[src/rtl/encoder.vh]
// Encoder word geometry shared by the encoder datapath blocks.
`ifndef ENCODER_VH
`define ENCODER_VH
`define ENC_SYM_NUM 4
`define EGF_ORDER   8
`endif

[src/rtl/enc_ingress.sv]
// Ingress FIFO in front of the encoder: buffers source words and presents the
// head word to the downstream buffer, flagging consumes from an empty FIFO.
`include "encoder.vh"

module enc_ingress #(
    parameter int FIFO_DEPTH = 4
) (
    input  logic                                   clk,
    input  logic                                   rst_n,
    input  logic                                   in_valid,
    output logic                                   in_ready,
    input  logic [`ENC_SYM_NUM-1:0][`EGF_ORDER-1:0] in_data,
    input  logic                                   buf_enable,
    output logic [`ENC_SYM_NUM-1:0][`EGF_ORDER-1:0] enc_data,
    output logic [$clog2(FIFO_DEPTH+1)-1:0]         enc_level,
    output logic                                   enc_underflow,
    input  logic                                   enc_clear
);

    localparam int SYM_NUM = `ENC_SYM_NUM;
    localparam int ORDER   = `EGF_ORDER;
    localparam int PTR_W   = $clog2(FIFO_DEPTH);
    localparam int LVL_W   = $clog2(FIFO_DEPTH + 1);

    typedef logic [SYM_NUM-1:0][ORDER-1:0] word_t;

    word_t              mem_q [FIFO_DEPTH];
    word_t              mem_d [FIFO_DEPTH];
    logic [PTR_W-1:0]   wr_ptr_q, wr_ptr_d;
    logic [PTR_W-1:0]   rd_ptr_q, rd_ptr_d;
    logic [LVL_W-1:0]   level_q, level_d;
    logic               underflow_q, underflow_d;
    logic               push;
    logic               pop;
    logic               empty;

    // in_ready depends only on the level register, so a pop never frees a slot
    // for a push in the same cycle.
    assign empty    = (level_q == '0);
    assign in_ready = (level_q < LVL_W'(FIFO_DEPTH));
    assign push     = in_valid && in_ready;
    assign pop      = buf_enable && !empty;

    always_comb begin
        mem_d       = mem_q;
        wr_ptr_d    = wr_ptr_q;
        rd_ptr_d    = rd_ptr_q;
        level_d     = level_q;
        underflow_d = underflow_q;

        if (push) begin
            mem_d[wr_ptr_q] = in_data;
            wr_ptr_d        = wr_ptr_q + PTR_W'(1);
        end
        if (pop) begin
            rd_ptr_d = rd_ptr_q + PTR_W'(1);
        end

        case ({push, pop})
            2'b10:   level_d = level_q + LVL_W'(1);
            2'b01:   level_d = level_q - LVL_W'(1);
            default: level_d = level_q;
        endcase

        // A new underflow takes priority over a clear in the same cycle.
        if (buf_enable && empty) begin
            underflow_d = 1'b1;
        end else if (enc_clear) begin
            underflow_d = 1'b0;
        end
    end

    always_ff @(posedge clk or negedge rst_n) begin
        if (!rst_n) begin
            wr_ptr_q    <= '0;
            rd_ptr_q    <= '0;
            level_q     <= '0;
            underflow_q <= 1'b0;
        end else begin
            wr_ptr_q    <= wr_ptr_d;
            rd_ptr_q    <= rd_ptr_d;
            level_q     <= level_d;
            underflow_q <= underflow_d;
        end
    end

    // Storage needs no reset: the level gates every read of it.
    always_ff @(posedge clk) begin
        mem_q <= mem_d;
    end

    assign enc_data      = empty ? word_t'('0) : mem_q[rd_ptr_q];
    assign enc_level     = level_q;
    assign enc_underflow = underflow_q;

endmodule

[config.mk]
export PLATFORM = sky130hd
export DESIGN_NAME = enc_ingress
export DESIGN_NICKNAME = d
export VERILOG_FILES = /design/src/rtl/enc_ingress.sv
export VERILOG_INCLUDE_DIRS = /design/src /design/src/rtl
export SDC_FILE = /design/constraint.sdc
export NUM_CORES = 1
export LEC_CHECK = 0
export ABC_AREA = 1
export CAP_MARGIN = 25
export CORE_UTILIZATION = 30
export DETAILED_ROUTE_END_ITERATION = 16
export PLACE_DENSITY_LB_ADDON = 0.2
export SYNTH_ARGS = -nofsm -noshare
export SYNTH_HDL_FRONTEND = slang
export SYNTH_SLANG_ARGS = --single-unit
[constraint.sdc]
create_clock -name clk -period 6.4 [get_ports clk]
set_clock_uncertainty 0.2 [all_clocks]
set_input_delay 0.96 -clock clk [delete_from_list [all_inputs] [get_ports clk]]
set_output_delay 0.96 -clock clk [all_outputs]
set_load 0.01 [all_outputs]
==> results.sh <==
export IMPL_finalCritPeriodShare_pct=62.14
export IMPL_reg2reg_from="enc_level[2]"
export IMPL_postCtsSetupRepairBufs=0
export IMPL_final_area_sq_um=7581
export IMPL_path_clk_slew_ns=0.06
export IMPL_crit_end="enc_data[5]"
export IMPL_hp_class="flop to flop"
export IMPL_clock_root_buffer="clkbuf_16"
export IMPL_r2r_end="mem_q[108]"
export IMPL_clockBufferDepth=2
export IMPL_numPortBuffers=73
export IMPL_nNetsFinal=679
export IMPL_post_cts_resize_count=0
export IMPL_path_max_fanout=35
export IMPL_wl_per_cell_um=14.35
export IMPL_avgViaCountPerCell=4.282
export IMPL_synthesis_nets=605
export IMPL_cts_made_buffers=17
export IMPL_worstPathArrival_ns=2.82
export IMPL_worstSetupStartpointType="flop"
export IMPL_antenna_found_initial=0
export IMPL_ys_seq_area_share_pct=68.30
export IMPL_required_ns=5.24
export IMPL_ctsHoldBuffers=0
export IMPL_post_route_cells_drive_above_1_share_pct=13.10
export IMPL_io_pins=74
export IMPL_slew_viol_final=0
export IMPL_endpoint_kind="output pin"
export IMPL_vias=3914
export IMPL_reg2reg_setup_slack_ns=4.17
export IMPL_die_h_um=142.5
export IMPL_rows=51
export IMPL_tritoncts="built"
export IMPL_synth_area_sq_um=5921
export IMPL_area_delta_synth_final_pct=28.04
export IMPL_min_period_ns=3.977
export IMPL_dr_first_iter_drc_count=201
export IMPL_path_cells="inv_2 > nand3_1 > a21oi_1 > clkdlybuf4s50_1"
export IMPL_relSlewSlack_pct=47.15
export IMPL_place_area_sq_um=6929
export IMPL_grt_max_degree=67
export IMPL_fp_dieW_um=142.5
export IMPL_hold_ws_ns=0.2966
export IMPL_setup_viol=0
export IMPL_rsz0062_at_grt="no"
export IMPL_setup_tns_ns=0
export IMPL_die_area_sq_um=20300
export IMPL_max_cap_viol_count=0
export IMPL_grt_pass1_wl_um=20610
export IMPL_avgSynthCellArea_sq_um=10.54
export IMPL_outcome="finished clean"
export IMPL_hold_viol_final=0
export IMPL_worst_pin_slew_ns=0.7927
export IMPL_min_delay_start="enc_level[0]"
export IMPL_cp_startpoint="rd_ptr_q[1]"
export IMPL_leakage_nw=3.059
export IMPL_start_util_pct=30.52
export IMPL_fmax_mhz=251.4
export IMPL_cts_max_level=4
export IMPL_netlist_instances=562
export IMPL_drtAntennaViolNets=0
export IMPL_r2r_cells=4
export IMPL_routabilityCongestion=0.6866
export IMPL_critPathMaxStageDelay_ns=0.70
export IMPL_antenna_cells=0
export IMPL_crit_type="flop to output pin"
export IMPL_grt_pass1_vias=3893
export IMPL_grt_overflow=0
export IMPL_clk_latency_ns=0.41
export IMPL_yosysUniqueCellTypes=21
export IMPL_cp_slowest_cell="dfrtp_2"
export IMPL_drc=0
export IMPL_coreArea_sq_um=19400
export IMPL_cts_sinks=136
export IMPL_hpwl_um=7676
export IMPL_gr_usage_all_layers_pct=13.89
export IMPL_drt_pass1_iterations=5
export IMPL_yosys_warnings=0
export IMPL_vdd_drop_max_uv=195.0
export IMPL_routed_wl_um=13120
export IMPL_yosys_register_bits=136
export IMPL_p_per_area_nw_per_um2=477.6
[routing by layer]
metal / global-route usage, % / vias to the layer above / share of wire (%)
li1: - / 1920 / -
met5: 0 / - / 0
met1: 16.37 / 1890 / 44
met2: 23.66 / 87 / 50
met4: 6.508 / 0 / 1.8
met3: 3.533 / 17 / 4.8
[how the worst min path moves through the flow]
stage / end / slack [ns] / cells after the start
global placement: enc_level[0] / 0.29 / 1
global route: enc_level[0] / 0.34 / 1
floorplan: enc_level[0] / 0.33 / 1
detailed placement: enc_level[0] / 0.29 / 1
CTS: enc_level[0] / 0.30 / 1
finish: enc_level[0] / 0.30 / 1
[kinds of logic after synthesis]
group	after synthesis	share of synthesized area, %
AO/OA/AOI/OAI	36	3.043
XOR/XNOR	3	0.4439
adder cells (fa/ha/maj)	6	1.395
buffers and inverters	169	11.92
flip-flops	136	68.30
AND/OR/NAND/NOR	212	14.90
[placed cells by master (no fill, tap or decap), types with 6 or more instances in the layout]
cell / netlist / layout
nand2_1: 139 / 139
edfxtp_1: 128 / 128
inv_1: 74 / 74
clkdlybuf4s50_1: 0 / 73
nand3_1: 67 / 67
inv_2: 38 / 38
a21oi_1: 33 / 33
clkinv_1: 29 / 30
clkbuf_16: 0 / 17
dfrtp_1: 8 / 6
[cells in the mapped netlist (all sizes together)]
cell type | instances | area [sq um]
xor2 | 1 | 8.760
dfrtp | 8 | 200.2
xnor2 | 2 | 17.52
edfxtp | 128 | 3844
nand2 | 139 | 521.8
inv | 112 | 420.4
nand3 | 67 | 335.3
buf | 21 | 145.1
nor2 | 5 | 18.77
fa | 1 | 20.02
ha | 5 | 62.56
nand4 | 1 | 6.260
clkbuf | 3 | 11.26
o21ai | 3 | 15.01
a21oi | 33 | 165.2
clkinv | 33 | 128.9
[layout make-up]
| class | count | area [sq um] |
|---|---|---|
| clock buffer | 17 | 425.4 |
| timing repair buffer | 79 | 800.8 |
| tap | 265 | 331.6 |
| sequential | 136 | 4046 |
| multi-input combinational | 257 | 1201 |
| fill | 1908 | 11820 |
| clock inverter | 15 | 226.5 |
| inverter | 145 | 549.3 |
[through the flow]
stage	instances	util, %	worst slack (ns)	total power (W)
5_1_grt	914	39.08	2.264	0.003840
3_3_place_gp	880	35.51	2.808	0.002565
6_report	914	39.08	2.423	0.003621
4_1_cts	914	39.08	2.327	0.003674
2_1_floorplan	562	-	3.283	0.001989
3_5_place_dp	882	35.72	2.789	0.002594
[power breakdown]
part	leakage, nW	internal, W	switching (W)
logic	1.49	0.000565	0.000765
registers	1.26	0.00114	0.0000864
clock network	0.311	0.000692	0.000372
total	3.06	0.00240	0.00122
[flip-flops by register name, indices dropped and copies added, names as in the netlist]
signal / cells
mem_q: 128
enc_level: 3
rd_ptr_q: 2
wr_ptr_q: 2
enc_underflow: 1
[worst max-delay path, delay by kind of cell, from the launching register on]
| family | cells | cell delay, ns |
|---|---|---|
| AND/OR/NAND/NOR | 1 | 0.15 |
| flip-flops | 1 | 0.70 |
| AO/OA/AOI/OAI | 1 | 0.27 |
| buffers and inverters | 2 | 1.28 |
Note: power is estimated with default switching activity, not from simulation.
==> RTL change 1: new RTL, same flow settings <==
Change the parameter `FIFO_DEPTH` from 4 to 2.
--- a/src/rtl/enc_ingress.sv
+++ b/src/rtl/enc_ingress.sv
@@ -4,5 +4,5 @@
 
 module enc_ingress #(
-    parameter int FIFO_DEPTH = 4
+    parameter int FIFO_DEPTH = 2
 ) (
     input  logic                                   clk,
Interface: changed (resized enc_level); port bits go from 74 to 73. No check against the original RTL was run, so the function may have changed too.
==> RTL change 1 against the unedited design <==
Power fell by 50%. Setup slack better by 470 ps. Critical path depth unchanged. Largest power group unchanged. Largest cell class unchanged. Synthesized cell count fell by 64%. Wire length is 61% lower. Sequential cell count decreased by 67. Cell area down 50%. Synthesized area shrank 54%. Via count down 57%.
==> RTL change 1: results (changes against the unedited design) <==
{| class="wikitable"
! Metric !! Value
|-
| Drt via density || 4.327 (was 4.282)
|-
| Count of non-CTS buffers in the layout || 75 (was 79)
|-
| Launch point of the worst reg-to-reg path || enc_level[1] (was enc_level[2])
|-
| Worst reg2reg path depth || 7 (was 4)
|-
| Fraction of final layout cells sized beyond drive strength 1 || 0.1201 (was 0.1310)
|-
| Clock network area share || 0.06493 (was 0.08599)
|-
| Met2 routed wirelength || 2.398 mm (was 6.544 mm)
|-
| Finished Core Util || 0.4332 (was 0.3908)
|-
| Area of all placed cells without fillers || 3796 µm² (was 7581 µm²)
|-
| XOR/XNOR Fraction of Synth Area || 0.006428 (was 0.004438)
|-
| Static leakage || 1.345 nW (was 3.059 nW)
|-
| Net Sw Frac || 0.3258 (was 0.3377)
|-
| Number of logic inverters in the finished layout || 8 (was 145)
|-
| Library cell used as clock root buffer || clkbuf_8 (was clkbuf_16)
|-
| Met3 WL || 364 µm (was 628 µm)
|-
| Seq cells post-synth || 69 (was 136)
|-
| Result of the run || complete, no violations (unchanged)
|-
| Via count || 1692 (was 3914)
|-
| Delay of the slowest cell on the worst path || 890 ps (was 700 ps)
|-
| Worst IR drop on VDD || 195.9 µV (was 195.0 µV)
|-
| CTS H-tree lvls || 3 (was 4)
|-
| Arrival time at the worst endpoint || 2350 ps (was 2820 ps)
|-
| Slew of the pin with the lowest slew margin || 987.8 ps (was 792.7 ps)
|-
| Fraction of the mapped netlist area in adder cells || 0.004591 (was 0.01395)
|-
| Setup slack on the worst flop-to-flop path || 4100 ps (was 4170 ps)
|-
| Crit Reg-Reg Endpoint || enc_level[1] (was mem_q[108])
|-
| Multi-input comb cells || 115 (was 257)
|-
| Flip-flop count of the largest register, all copies and words added || 64 (was 128)
|-
| Clock edge transition at the registers on the reported setup and hold paths || 80 ps (was 60 ps)
|-
| Wire length of the first global-routing pass || 8.031 mm (was 20.61 mm)
|-
| Worst Setup EP || enc_data[0] (was enc_data[5])
|-
| Total area of sequential cells || 2047 µm² (was 4046 µm²)
|-
| Share of the synthesized area in compound gates (AO/OA/AOI/OAI) || 0.07622 (was 0.03043)
|-
| Place WS || 3204 ps (was 2789 ps)
|-
| Number of flops mapped to enable cells by yosys || 64 (was 128)
|-
| Met2 global-route usage || 0.1744 (was 0.2366)
|-
| Multi-input gate share of the layout cell area || 0.1473 (was 0.1584)
|-
| Fraction of the yosys area taken by sequential cells || 0.7511 (was 0.6830)
|}
[RTL change 1: cell count changes in the layout (fill, tap and decap cells not counted), moves of 5 or more]
cell / delta
nand2_1: -68
inv_1: -67
nand3_1: -66
edfxtp_1: -64
inv_2: -38
clkinv_1: -30
clkbuf_16: -17
a21oi_1: -11
a21oi_2: +10
clkbuf_8: +9
clkinv_2: -5
[RTL change 1: power groups by stage]
| stage | combinational [mW] | clock, mW | sequential (mW) |
|---|---|---|---|
| finish | 0.715 | 0.428 | 0.657 |
| detailed placement | 0.706 | 0 | 0.671 |
| global route | 0.780 | 0.456 | 0.669 |
| global placement | 0.706 | 0 | 0.669 |
| CTS | 0.711 | 0.441 | 0.661 |
| floorplan | 0.409 | 0 | 0.648 |
[RTL change 1: worst reg2reg max path: stages, from the launching register on]
cell	delay [ps]
dfrtp_1	450
nor2_4	790
nor2_1	160
ha_1	350
inv_1	80
nand3_1	70
nand2_1	50
nand2_1	40
==> RTL change 2: new RTL, same flow settings <==
Made on the original files. Make the reset (`rst_n`) synchronous in one clocked block.
--- a/src/rtl/enc_ingress.sv
+++ b/src/rtl/enc_ingress.sv
@@ -71,5 +71,5 @@
     end
 
-    always_ff @(posedge clk or negedge rst_n) begin
+    always_ff @(posedge clk) begin
         if (!rst_n) begin
             wr_ptr_q    <= '0;
Behaviour: differs if rst_n is asserted again (counterexample within 4 cycles, from zero or initial values and one cycle with rst_n low); with rst_n held inactive, the same outputs for 4 cycles.
==> RTL change 2 against the unedited design <==
Largest cell class unchanged. Power down 17%. Synthesized cell count fell by 21%. Wire length shrank 7.3%. Maximum frequency decreased by 4.2%. Count of clock-buffer cells in the layout rose by 2. First-iteration DRC count shrank 4.5%. Cell area is 7.6% lower. Synthesized area fell by 8.2%. Setup slack worse by 170 ps. Critical endpoint is now enc_data[21]. Register-to-register slack improved by 60 ps. Sequential share of layout area grew 3.8 points. Sequential cell count unchanged. Clock power down 11%.
==> RTL change 2: results (changes against the unedited design) <==
{| class="wikitable"
! Metric !! Value
|-
| Cells after synthesis || 445 (was 562)
|-
| Worst reg2reg path depth || 11 (was 4)
|-
| Share of the synthesized area in compound gates (AO/OA/AOI/OAI) || 0.09756 (was 0.03043)
|-
| XOR/XNOR Fraction of Synth Area || 0 (was 0.004438)
|-
| Ranking of synthesized cells by area || edfxtp_1 71%, nor2_1 9.5%, o21ai_0 4.4% (was edfxtp_1 65%, nand2_1 8.8%, nand3_1 5.7%)
|-
| Fraction of the yosys area taken by sequential cells || 0.7363 (was 0.6830)
|-
| Hold Path Cell Cnt || 2 (was 1)
|-
| Worst IR drop on VDD || 206.4 µV (was 195.0 µV)
|-
| Static leakage || 2.410 nW (was 3.059 nW)
|-
| Detailed-routing iteration count for the pre-antenna-repair pass || 4 (was 5)
|-
| Met2 routed wirelength || 5.831 mm (was 6.544 mm)
|-
| Remaining max-slew budget at the tightest pin || 0.4348 (was 0.4715)
|-
| Routed met1 length || 5.482 mm (was 5.714 mm)
|-
| Number of flops mapped to enable cells by yosys || 128 (unchanged)
|-
| Post-synthesis mux area share || 0 (unchanged)
|-
| Maximum number of pins on one net before global-route repair || 68 (was 67)
|-
| Dpl cell area || 6406 µm² (was 6929 µm²)
|-
| All-Layer GR Usage || 0.1426 (was 0.1389)
|-
| Cell types with the highest counts after synthesis || 137 x nor2_1, 128 x edfxtp_1, 48 x o21ai_0 (was 139 x nand2_1, 128 x edfxtp_1, 74 x inv_1)
|-
| Setup slack on the worst flop-to-flop path || 4230 ps (was 4170 ps)
|-
| Launch point of the worst reg-to-reg path || enc_level[2] (unchanged)
|-
| Worst Setup EP || enc_data[21] (was enc_data[5])
|-
| Diodes inserted || 0 (unchanged)
|-
| Total wirelength of the detailed-routed design || 12.15 mm (was 13.12 mm)
|-
| Post-layout nets || 562 (was 679)
|-
| Post-detailed-placement half-perimeter wirelength || 7.024 mm (was 7.676 mm)
|-
| Clock edge transition at the registers on the reported setup and hold paths || 50 ps
|-
| Final instance count without filler cells || 757 (was 914)
|-
| Wire length of the first global-routing pass || 19.04 mm (was 20.61 mm)
|-
| Crit Reg-Reg Endpoint || enc_level[2] (was mem_q[108])
|-
| Drt via density || 4.581 (was 4.282)
|-
| Fraction of final layout cells sized beyond drive strength 1 || 0.07707 (was 0.1310)
|-
| Launch point of the worst hold path || enc_underflow (was enc_level[0])
|-
| Synthesized netlist net count || 488 (was 605)
|-
| Maximum frequency from static timing analysis || 240.9 MHz (was 251.4 MHz)
|-
| Place WS || 2617 ps (was 2789 ps)
|-
| Result of the run || complete, no violations (unchanged)
|-
| Met3 WL || 685 µm (was 628 µm)
|-
| Number of placed cells counting well taps || 724 (was 882)
|-
| FFs w/ async S/R, synth || 0 (was 0.05882)
|-
| Via count of the first global-routing pass || 3467 (was 3893)
|-
| Number of distinct library cells after synthesis || 18 (was 21)
|-
| Detailed Route Iter0 Violations || 192 (was 201)
|-
| Final RePlAce weighted congestion || 0.6829 (was 0.6866)
|-
| Fraction of the mapped netlist area in adder cells || 0.01519 (was 0.01395)
|}
RTL change 2: cell types whose count changed in the layout (fill, tap and decap cells not counted), moves of 5 or more:
cell      delta
a21oi_1      +5
clkinv_1    -26
clkinv_4     -5
dfrtp_1      -6
dfxtp_1      +6
inv_1       -58
inv_2       -36
nand2_1    -125
nand3_1     -64
nor2_1     +132
o21ai_0     +47
o21ai_1     +18
RTL change 2: logic make-up after synthesis:
kind of cell / count (synthesis)
AO/OA/AOI/OAI: 106
AND/OR/NAND/NOR: 154
flip-flops: 136
adder cells (fa/ha/maj): 6
buffers and inverters: 43
RTL change 2: layout make-up:
class / count / area (µm²)
Fill cell: 1649 / 10480
Sequential cell: 136 / 4006
Multi-Input combinational cell: 266 / 1225
Timing Repair Buffer: 80 / 853.3
Clock buffer: 19 / 432.9
Tap cell: 225 / 281.5
Clock inverter: 13 / 135.1
Inverter: 18 / 67.56
RTL change 2: metrics by stage:
stage	hold WS, ps	util
2_1_floorplan	283.6	-
4_1_cts	301.3	0.3991
5_1_grt	331.1	0.4006
6_report	283.5	0.4006
3_5_place_dp	293.4	0.3666
3_3_place_gp	289.8	0.3620
RTL change 2: routing by layer:
layer,track usage,vias up
met5,0,-
met4,0.05000,0
met3,0.04889,12
met2,0.2236,92
met1,0.1827,1665
li1,-,1699
RTL change 2: critical path, cell delays in order, from the launching register on:
cell and delay, ps:
dfxtp_2 880, inv_2 550, nor2_1 220, o21ai_1 80, a21oi_1 240, clkdlybuf4s50_1 590
RTL change 2: power breakdown:
part / internal (mW) / leakage, nW / switching (mW)
clock network: 0.601 / 0.284 / 0.341
registers: 1.09 / 1.24 / 0.0395
logic: 0.413 / 0.886 / 0.540
